`config.mk`:
```
export PLATFORM = sky130hd
export DESIGN_NAME = ksa
export DESIGN_NICKNAME = d
export VERILOG_FILES = /design/src/rtl/ksa.sv
export SDC_FILE = /design/constraint.sdc
export NUM_CORES = 1
export LEC_CHECK = 0
export ABC_CLOCK_PERIOD_IN_PS = 3500
export CAP_MARGIN = 30
export CORE_MARGIN = 2
export CORE_UTILIZATION = 45
export DETAILED_ROUTE_END_ITERATION = 6
export DONT_BUFFER_PORTS = 1
export SLEW_MARGIN = 25
export SYNTH_ARGS = -nofsm -noshare
export SYNTH_HDL_FRONTEND = slang
export SYNTH_SLANG_ARGS = --single-unit
export TNS_END_PERCENT = 1
```
`constraint.sdc`:
```
create_clock -name clk -period 3.5 [get_ports clk]
set_input_delay 0.525 -clock clk [delete_from_list [all_inputs] [get_ports clk]]
set_output_delay 0.525 -clock clk [all_outputs]
set_load 0.005 [all_outputs]
```
`src/rtl/ksa.sv`:
```
// RC4 key-scheduling stage: permutes the 256-byte S memory in place using the
// latched key, through a single read/write memory port.
// Optional build macro KSA_INIT_EN: after a start is accepted, first fill
// S[n]=n for n=0..255 (256 extra cycles) before scheduling.
module ksa #(
    parameter int unsigned KEYLEN = 3
) (
    input  logic              clk,
    input  logic              rst_n,
    input  logic              en,
    output logic              rdy,
    input  logic [8*KEYLEN-1:0] key,
    output logic [7:0]        addr,
    input  logic [7:0]        rddata,
    output logic [7:0]        wrdata,
    output logic              wren
);

    localparam int unsigned KIDX_W = (KEYLEN > 1) ? $clog2(KEYLEN) : 1;
    localparam logic [KIDX_W-1:0] KIDX_LAST = KIDX_W'(KEYLEN - 1);

    typedef enum logic [3:0] {
        StIdle,
        StInit,
        StRdi1,
        StRdi2,
        StCalcj,
        StRdj1,
        StRdj2,
        StWri,
        StWrj,
        StIncr
    } state_e;

    state_e              state_q, state_d;
    logic [8*KEYLEN-1:0] key_q, key_d;
    logic [7:0]          i_q, i_d;
    logic [7:0]          j_q, j_d;
    logic [7:0]          si_q, si_d;
    logic [KIDX_W-1:0]   kidx_q, kidx_d;
    logic                rdy_q, rdy_d;
    logic [7:0]          addr_q, addr_d;
    logic [7:0]          wrdata_q, wrdata_d;
    logic                wren_q, wren_d;
    logic [7:0]          keybyte;

    assign rdy    = rdy_q;
    assign addr   = addr_q;
    assign wrdata = wrdata_q;
    assign wren   = wren_q;

    // Select key byte kidx, byte 0 being the most significant
    always_comb begin
        keybyte = '0;
        for (int unsigned k = 0; k < KEYLEN; k++) begin
            if (kidx_q == KIDX_W'(k)) keybyte = key_q[8*(KEYLEN-1-k) +: 8];
        end
    end

    // Next state; memory-port outputs are computed for the state being entered
    always_comb begin
        state_d  = state_q;
        key_d    = key_q;
        i_d      = i_q;
        j_d      = j_q;
        si_d     = si_q;
        kidx_d   = kidx_q;
        rdy_d    = rdy_q;
        addr_d   = addr_q;
        wrdata_d = wrdata_q;
        wren_d   = 1'b0;
        unique case (state_q)
            StIdle: begin
                if (en) begin
                    key_d  = key;
                    i_d    = 8'd0;
                    j_d    = 8'd0;
                    kidx_d = '0;
                    rdy_d  = 1'b0;
                    addr_d = 8'd0;
`ifdef KSA_INIT_EN
                    state_d  = StInit;
                    wrdata_d = 8'd0;
                    wren_d   = 1'b1;
`else
                    state_d  = StRdi1;
`endif
                end
            end
`ifdef KSA_INIT_EN
            StInit: begin
                // i doubles as the fill counter; it is back at 0 on exit
                if (i_q == 8'hFF) begin
                    i_d     = 8'd0;
                    addr_d  = 8'd0;
                    state_d = StRdi1;
                end else begin
                    i_d      = i_q + 8'd1;
                    addr_d   = i_q + 8'd1;
                    wrdata_d = i_q + 8'd1;
                    wren_d   = 1'b1;
                end
            end
`endif
            StRdi1: state_d = StRdi2;
            StRdi2: begin
                si_d    = rddata;
                state_d = StCalcj;
            end
            StCalcj: begin
                j_d     = j_q + si_q + keybyte;
                addr_d  = j_q + si_q + keybyte;
                state_d = StRdj1;
            end
            StRdj1: state_d = StRdj2;
            StRdj2: begin
                // rddata is S[j]; it goes straight out as the write to S[i]
                addr_d   = i_q;
                wrdata_d = rddata;
                wren_d   = 1'b1;
                state_d  = StWri;
            end
            StWri: begin
                addr_d   = j_q;
                wrdata_d = si_q;
                wren_d   = 1'b1;
                state_d  = StWrj;
            end
            StWrj: state_d = StIncr;
            StIncr: begin
                if (i_q == 8'hFF) begin
                    rdy_d   = 1'b1;
                    state_d = StIdle;
                end else begin
                    i_d     = i_q + 8'd1;
                    kidx_d  = (kidx_q == KIDX_LAST) ? '0 : kidx_q + 1'b1;
                    addr_d  = i_q + 8'd1;
                    state_d = StRdi1;
                end
            end
            default: begin
                rdy_d   = 1'b1;
                state_d = StIdle;
            end
        endcase
    end

    // State and registered outputs
    always_ff @(posedge clk or negedge rst_n) begin
        if (!rst_n) begin
            state_q  <= StIdle;
            key_q    <= '0;
            i_q      <= 8'd0;
            j_q      <= 8'd0;
            si_q     <= 8'd0;
            kidx_q   <= '0;
            rdy_q    <= 1'b1;
            addr_q   <= 8'd0;
            wrdata_q <= 8'd0;
            wren_q   <= 1'b0;
        end else begin
            state_q  <= state_d;
            key_q    <= key_d;
            i_q      <= i_d;
            j_q      <= j_d;
            si_q     <= si_d;
            kidx_q   <= kidx_d;
            rdy_q    <= rdy_d;
            addr_q   <= addr_d;
            wrdata_q <= wrdata_d;
            wren_q   <= wren_d;
        end
    end

endmodule

```
# Word level (Yosys, flattened, before mapping)
# Index checks and enable logic that the tools add are counted.
# W data, S select, Z words.
# word_totals
register_bits,72
elab_cells,62
# op_classes
add_sub_neg,4
n_eq_ne,14
muxes,20
bitwise_logic,1
reduce_logical,13
# ops
cell,n
$pmux W8 S2,3
$mux W8,5
$pmux W8 S5,1
$pmux W4 S9,1
$add A8 B8 Y8,2
$eq A4 B3 Y1 const B,4
$reduce_and A3 Y1,3
$add A8 B1 Y8 const B,1
$eq A4 B2 Y1 const B,2
$eq A4 B4 Y1 const B,2
$eq A8 B8 Y1 const B,1
$mux W2,4
$reduce_or A7 Y1,1
$ne A2 B2 Y1 const B,3
$reduce_bool A2 Y1,3
$reduce_bool A5 Y1,1
$logic_not A4 Y1,1
$mux W4,1
$pmux W2 S2,1
$reduce_and A2 Y1,2
$mux W1,3
$pmux W1 S3,1
$add A2 B1 Y2 const B,1
$eq A2 B1 Y1 const B,1
other kinds (4),4

# Depth between registers and ports, before layout
# Gate-level depths: netlist of the first run.
# logic_depth
depth_word,6
depth_mapped,14

# Least setup slack after synthesis of the first run
# No wires, ideal clock.
# synth_timing
kind,register to register
start,register kidx_q[0]
end,register addr_q[7] (netlist: addr[7])
setup_time_ps,141
arrival_ps,2655
required_ps,3359
slack_ps,704
stages_incl_launch_ff,15
n_path_buf,1
period_less_slack_ps,2796
cell_sequence,dfrtp_1 > buf_2 > mux2i_1 > nor2_1 > a21oi_1 > fa_1 > inv_1 > ha_1 > inv_1 > fa_1 > nor2b_1 > o31a_1 > o22ai_1 > xnor2_1 > o221ai_1
# synth_between
elab_chain_cells,6
# synth_lines
element,line,source
from (decl),40,"logic [KIDX_W-1:0] kidx_q, kidx_d;"
from (signal assigned),167,kidx_q <= kidx_d;
$logic_not A2 Y1,56,if (kidx_q == KIDX_W'(k)) keybyte = key_q[8*(KEYLEN-1-k) +: 8];
$mux W8 (2 in a row),56,
$mux W8 (*),56,
$add A8 B8 Y8 (*),112,addr_d = j_q + si_q + keybyte;
$pmux W8 S5 (*),72,unique case (state_q)
to (signal assigned),169,addr_q <= addr_d;
to (decl),42,"logic [7:0] addr_q, addr_d;"
# Every way passes the cells marked *; elsewhere a longest branch is shown, timed or not.
# A chain may end at the register's enable or synchronous reset.

# Worst setup path in the final report of the first run
# Same ends and word-level chain as after synthesis.

==> flow_summary.ini, run 1 <==
[global_route]
overflow = 0
grt_pass1_vias = 2747
grt_first_pass_wirelength_um = 14000
grt_max_degree = 72
antenna_found_initial = 0
grt_use_total = 0.206

[die]
die_area_mm2 = 0.00917
fp.coreArea_mm2 = 0.00818
rows = 33
io-pin-count = 53
initial_core_util = 0.464
die_w_um = 95.8
fp.dieH_um = 95.8

[setup_path]
crit_type = flip-flop to flip-flop
critPathSlowestCell = dfrtp_1
r2r-end = addr[7]
r2r_setup_slack_ps = 270
reg2regPathDepth = 13
r2r_start = kidx_q[0]
endpoint = addr[7]
crit_path_start_kind = flip-flop
crit_chain = mux2i_1 > nor2_1 > a21oi_1 > fa_1 > inv_1 > ha_1 > inv_1 > fa_1 > nor2b_1 > o31a_1 > o22ai_1 > xnor2_1 > o221ai_1
max_stage_delay_ps = 690
required_ps = 3700
startpoint = kidx_q[0]
cp_max_fo = 12
worst-endpoint-arrival_ps = 3420
worstSetupEndpointType = flip-flop

[routing]
drc = 0
ant_nets = 0
wirelength_um = 8560
via_count = 2822
wire_per_inst_um = 16.8
vias_per_cell = 5.53
drt_iter0_drc = 187
first_pass_iters = 4

[logic_synthesis]
synth-seq-cells = 72
synth_common_cells = 107 x nand2_1, 71 x dfrtp_1, 36 x o21ai_0
yosysTopAreaCell = dfrtp_1
yosysMostFrequentCell = nand2_1
async_flop_share = 1.00
syn-num-nets = 453
synth_top_family_by_area = simple AND/OR/NAND/NOR gates
synth_cell_types = 50
synthXorXnorAreaFrac = 0.0254
synthFlopType = dfrtp_1
netlist_area_mm2 = 0.00379
synth.area.top_cells = dfrtp_1 47%, nand2_1 11%, mux2i_1 5.3%
synth_warnings = 0
synth_top_area_share = 0.469
synthMuxAreaShare = 0.0736
synth-simple-area-share = 0.178
ys_seq_area_frac = 0.476
synth-compound-area-share = 0.138
synth_edf_count = 0
avgSynthCellArea_um2 = 9.40
yosys.area_share.adder = 0.0654
netlist_instances = 403

[place]
placed_area_mm2 = 0.00385
io_buffer_count = 0
gp_congestion = 0.846
hpwl_um = 6090

[clock_network]
cts_tree = yes
root_buffer = clkbuf_8
cts_buffer_depth = 2
clock-sinks = 72
cts_setup_buffers = 0
cts.htree.levels = 3
numCtsBuffers = 9
path_clk_slew_ps = 80
worst_skew_pair.late_latency_ps = 350

[power_and_ir_drop]
ir_drop_mv = 0.198
power_density_mw_per_mm2 = 489
p_leak_nw = 2.04

[final_layout]
num_antenna_cells = 0
final-seq-area_mm2 = 0.00180
fin_area_mm2 = 0.00406
syn_to_final_growth_pct = 7.20
nFillCells = 797
multi_input_area_mm2 = 0.00182
nets = 450
drive_gt1_frac = 0.0815

[sta]
max_freq_ghz = 0.310
setup_viol_count_final = 0
period_minus_slack_ps = 3230
clock_skew_ps = 12.7
finalMaxSlewViolations = 0
period_share = 0.922
worst_pin_slew_ps = 878
hold_viol_final = 0
worst_slew_margin_rel = 0.414
rsz0062_at_grt = false
fin_setup_tns_ps = 0

[outcome]
outcome = completed

[run]
cap_violations = 0

[min_path]
min_path_type = input port to async pin
==> critical path, delay by kind of cell (launching register included) <==
| kind | cells | cell delay, ps |
|---|---|---|
| buffers and inverters | 2 | 130 |
| flip-flops | 1 | 690 |
| adder cells (fa/ha/maj) | 3 | 1010 |
| AND/OR/NAND/NOR | 2 | 220 |
| XOR/XNOR | 1 | 200 |
| AO/OA/AOI/OAI | 4 | 590 |
| multiplexers | 1 | 250 |
==> per-stage QoR <==
stage,power (mW),util,instances,worst slack [ps],hold slack (ps)
2_1_floorplan,1.29,-,403,704,229
3_3_place_gp,1.38,0.471,492,431,232
3_5_place_dp,1.40,0.471,492,299,232
4_1_cts,2.02,0.496,509,281,2.19
5_1_grt,2.13,0.497,510,63.7,53.6
6_report,1.99,0.497,510,274,35.6
==> registers in the layout, summed over array words and instances, names as in the netlist <==
| register | flops |
|---|---|
| rdy | 1 |
| state_q | 4 |
| wrdata | 8 |
| j_q | 8 |
| addr | 8 |
| kidx_q | 2 |
| i_q | 8 |
| wren | 1 |
| key_q | 24 |
| si_q | 8 |
==> what timing repair did <==
action / in CTS / in global routing
endpoints found under the hold margin: 71 / 1
gates resized for setup: 0 / 0
hold buffers: 1 / 1
==> layout make-up <==
type                            count  area share
Clock buffer                       15      0.0410
Clock inverter                      1     0.00123
Inverter                           15      0.0139
Multi-Input combinational cell    294       0.447
Sequential cell                    72       0.444
Tap cell                          105      0.0323
Timing Repair Buffer                8      0.0203
==> worst min path at each step <==
stage                from       to  slack (ps)  cells after the start
finish              rst_n  addr[1]          40                      1
global route        rst_n  addr[1]          50                      1
floorplan           rst_n  addr[0]         230                      0
CTS                 rst_n      rdy           2                      0
detailed placement  rst_n  addr[1]         230                      0
global placement    rst_n  addr[1]         230                      0
==> logic make-up (layout without fill, tap and decap cells) <==
group | Yosys count | after routing
AND/OR/NAND/NOR | 159 | 159
XOR/XNOR | 11 | 11
AO/OA/AOI/OAI | 82 | 82
flip-flops | 72 | 72
multiplexers | 27 | 27
buffers and inverters | 37 | 39
adder cells (fa/ha/maj) | 15 | 15
==> layout by cell type (no fill, tap or decap), types with 5 or more instances in the layout <==
cell,instances
nand2_1,107
dfrtp_1,71
o21ai_0,36
mux2i_1,20
nor2_1,20
inv_1,15
a21oi_1,12
clkbuf_8,11
fa_1,8
nand3_1,7
mux2_2,7
ha_1,7
a21o_1,6
xor2_1,6
o22ai_1,6
buf_4,6
nor3_1,5
xnor2_1,5
==> metal layers <==
metal / GRT usage / share of wire / vias to the layer above
met2: 0.309 / 0.46 / 66
met3: 0.0368 / 0.049 / 12
met5: 0 / 0 / -
met4: 0.0821 / 0.020 / 0
li1: - / - / 1356
met1: 0.297 / 0.47 / 1388
==> report_power, final <==
group	internal (mW)	total (mW)	switching (mW)	leakage, nW
Sequential	0.886	0.949	0.0628	0.901
Combinational	0.205	0.449	0.244	1.05
Clock	0.297	0.590	0.293	0.0877
Total	1.39	1.99	0.600	2.04
(Power assumes the default switching activity.)
==> run 2: changes to the inputs <==
Settings changed: CORE_MARGIN 2 to not set.
==> flow_summary.ini, run 2 (synthesis gave the netlist of run 1 again) <==
[outcome]
outcome = completed

[routing]
drc = 0
wirelength_um = 8440
drt_iter0_drc = 135
via_count = 2778
wire_per_inst_um = 16.5
first_pass_iters = 4
vias_per_cell = 5.45
ant_nets = 0

[sta]
worst_slew_margin_rel = 0.409
hold_viol_final = 0
setup_viol_count_final = 0
period_share = 0.911
fin_ws_ps = 312
period_minus_slack_ps = 3190
clock_skew_ps = 12.3
rsz0062_at_grt = false
finalMaxSlewViolations = 0
fin_setup_tns_ps = 0
max_freq_ghz = 0.314
worst_pin_slew_ps = 884
whs_ps = 37.7

[final_layout]
final_cell_mix = 107 x nand2_1, 71 x dfrtp_1, 36 x o21ai_0, 20 x mux2i_1, 20 x nor2_1
nets = 450
largest_register_ffs = 24
final_util = 0.498
drive_gt1_frac = 0.0840
layout_commonest_cell = nand2_1
syn_to_final_growth_pct = 7.43
nFillCells = 783
multi_input_area_mm2 = 0.00182
largest-register = key_q
num_antenna_cells = 0
final-seq-area_mm2 = 0.00180

[power_and_ir_drop]
ir_drop_mv = 0.207
p_comb_frac = 0.218
internal-power_mw = 1.42
p_sw_mw = 0.609
clkPwrFrac = 0.314
total_power_mw = 2.03
power_density_mw_per_mm2 = 497
p_seq_frac = 0.468
p_leak_nw = 2.05
netSwitchingFraction = 0.301

[clock_network]
cts_tree = yes
numCtsBuffers = 9
cts.htree.levels = 3
path_clk_slew_ps = 80
root_buffer = clkbuf_8
worst_skew_pair.late_latency_ps = 350
cts_setup_buffers = 0
cts_buffer_depth = 2
clock-sinks = 72

[place]
gp_congestion = 0.812
hpwl_um = 5890
io_buffer_count = 0
pre_cts_ws_ps = 315

[global_route]
grt_max_degree = 72
antenna_found_initial = 0
grt_pass1_vias = 2695
grt_use_total = 0.209
overflow = 0
grt_first_pass_wirelength_um = 13600

[die]
die_area_mm2 = 0.00879
rows = 33
die_w_um = 93.8
fp.dieH_um = 93.8
fp.coreArea_mm2 = 0.00818
initial_core_util = 0.464
io-pin-count = 53

[setup_path]
crit_family = adder cells
crit_type = flip-flop to flip-flop
path_depth = 13
max_stage_delay_ps = 670
crit_chain = mux2i_1 > nor2_1 > a21oi_1 > fa_1 > inv_1 > ha_1 > inv_1 > fa_1 > nor2b_1 > o31a_1 > o22ai_1 > xnor2_1 > o221ai_1
required_ps = 3710
reg2regPathDepth = 13
worst-endpoint-arrival_ps = 3390
crit_buf_inv = 2
r2r_setup_slack_ps = 310
critPathSlowestCell = dfrtp_1
crit_path_start_kind = flip-flop
cp_max_fo = 12
worstSetupEndpointType = flip-flop

[run]
cap_violations = 0

[min_path]
min_path_type = input port to async pin
==> run 2: worst paths after layout <==
path / start / endpoint
hold reg to reg: key_q[18] / key_q[18]
max in group asynchronous: rst_n / rdy
min in group clk: key[19] / key_q[19]
setup / recovery: kidx_q[0] / addr[7]
hold / removal: rst_n / addr[1]
setup reg to reg: kidx_q[0] / addr[7]
==> run 2: timing repair <==
action / CTS / global route
gates resized for setup: 0 / 0
hold endpoints to repair: 71 / 0
hold buffers: 2 / 0
==> run 2: power groups by stage <==
stage | combinational (mW) | clock (mW) | sequential, mW
final | 0.441 | 0.636 | 0.948
after global routing | 0.511 | 0.690 | 0.955
after CTS | 0.447 | 0.652 | 0.950
after detailed placement | 0.422 | 0 | 0.966
after global placement | 0.414 | 0 | 0.965
after floorplan | 0.348 | 0 | 0.942
==> run 2: cell type report <==
| type | instances | share of cell area |
|---|---|---|
| Clock buffer | 12 | 0.0332 |
| Clock inverter | 4 | 0.0111 |
| Inverter | 15 | 0.0138 |
| Multi-Input combinational cell | 294 | 0.447 |
| Sequential cell | 72 | 0.443 |
| Tap cell | 105 | 0.0323 |
| Timing Repair Buffer | 8 | 0.0203 |
==> run 2: worst reg2reg max path: stages, from the launching register on <==
cell,delay [ps]
dfrtp_1,670
mux2i_1,250
nor2_1,50
a21oi_1,210
fa_1,450
inv_1,70
ha_1,160
inv_1,60
fa_1,400
nor2b_1,170
o31a_1,160
o22ai_1,80
xnor2_1,190
o221ai_1,130
==> run 2: metrics by stage <==
stage,area (µm²),instances
CTS,4070,510
global route,4070,510
global placement,3850,492
detailed placement,3850,492
finish,4070,510
floorplan,3790,403
==> run 2: per-layer routing <==
layer | track usage | vias up | part of all wire
met5 | 0 | - | 0
met4 | 0.0872 | 0 | 0.019
met3 | 0.0461 | 9 | 0.041
met2 | 0.316 | 60 | 0.46
met1 | 0.288 | 1353 | 0.48
li1 | - | 1356 | -
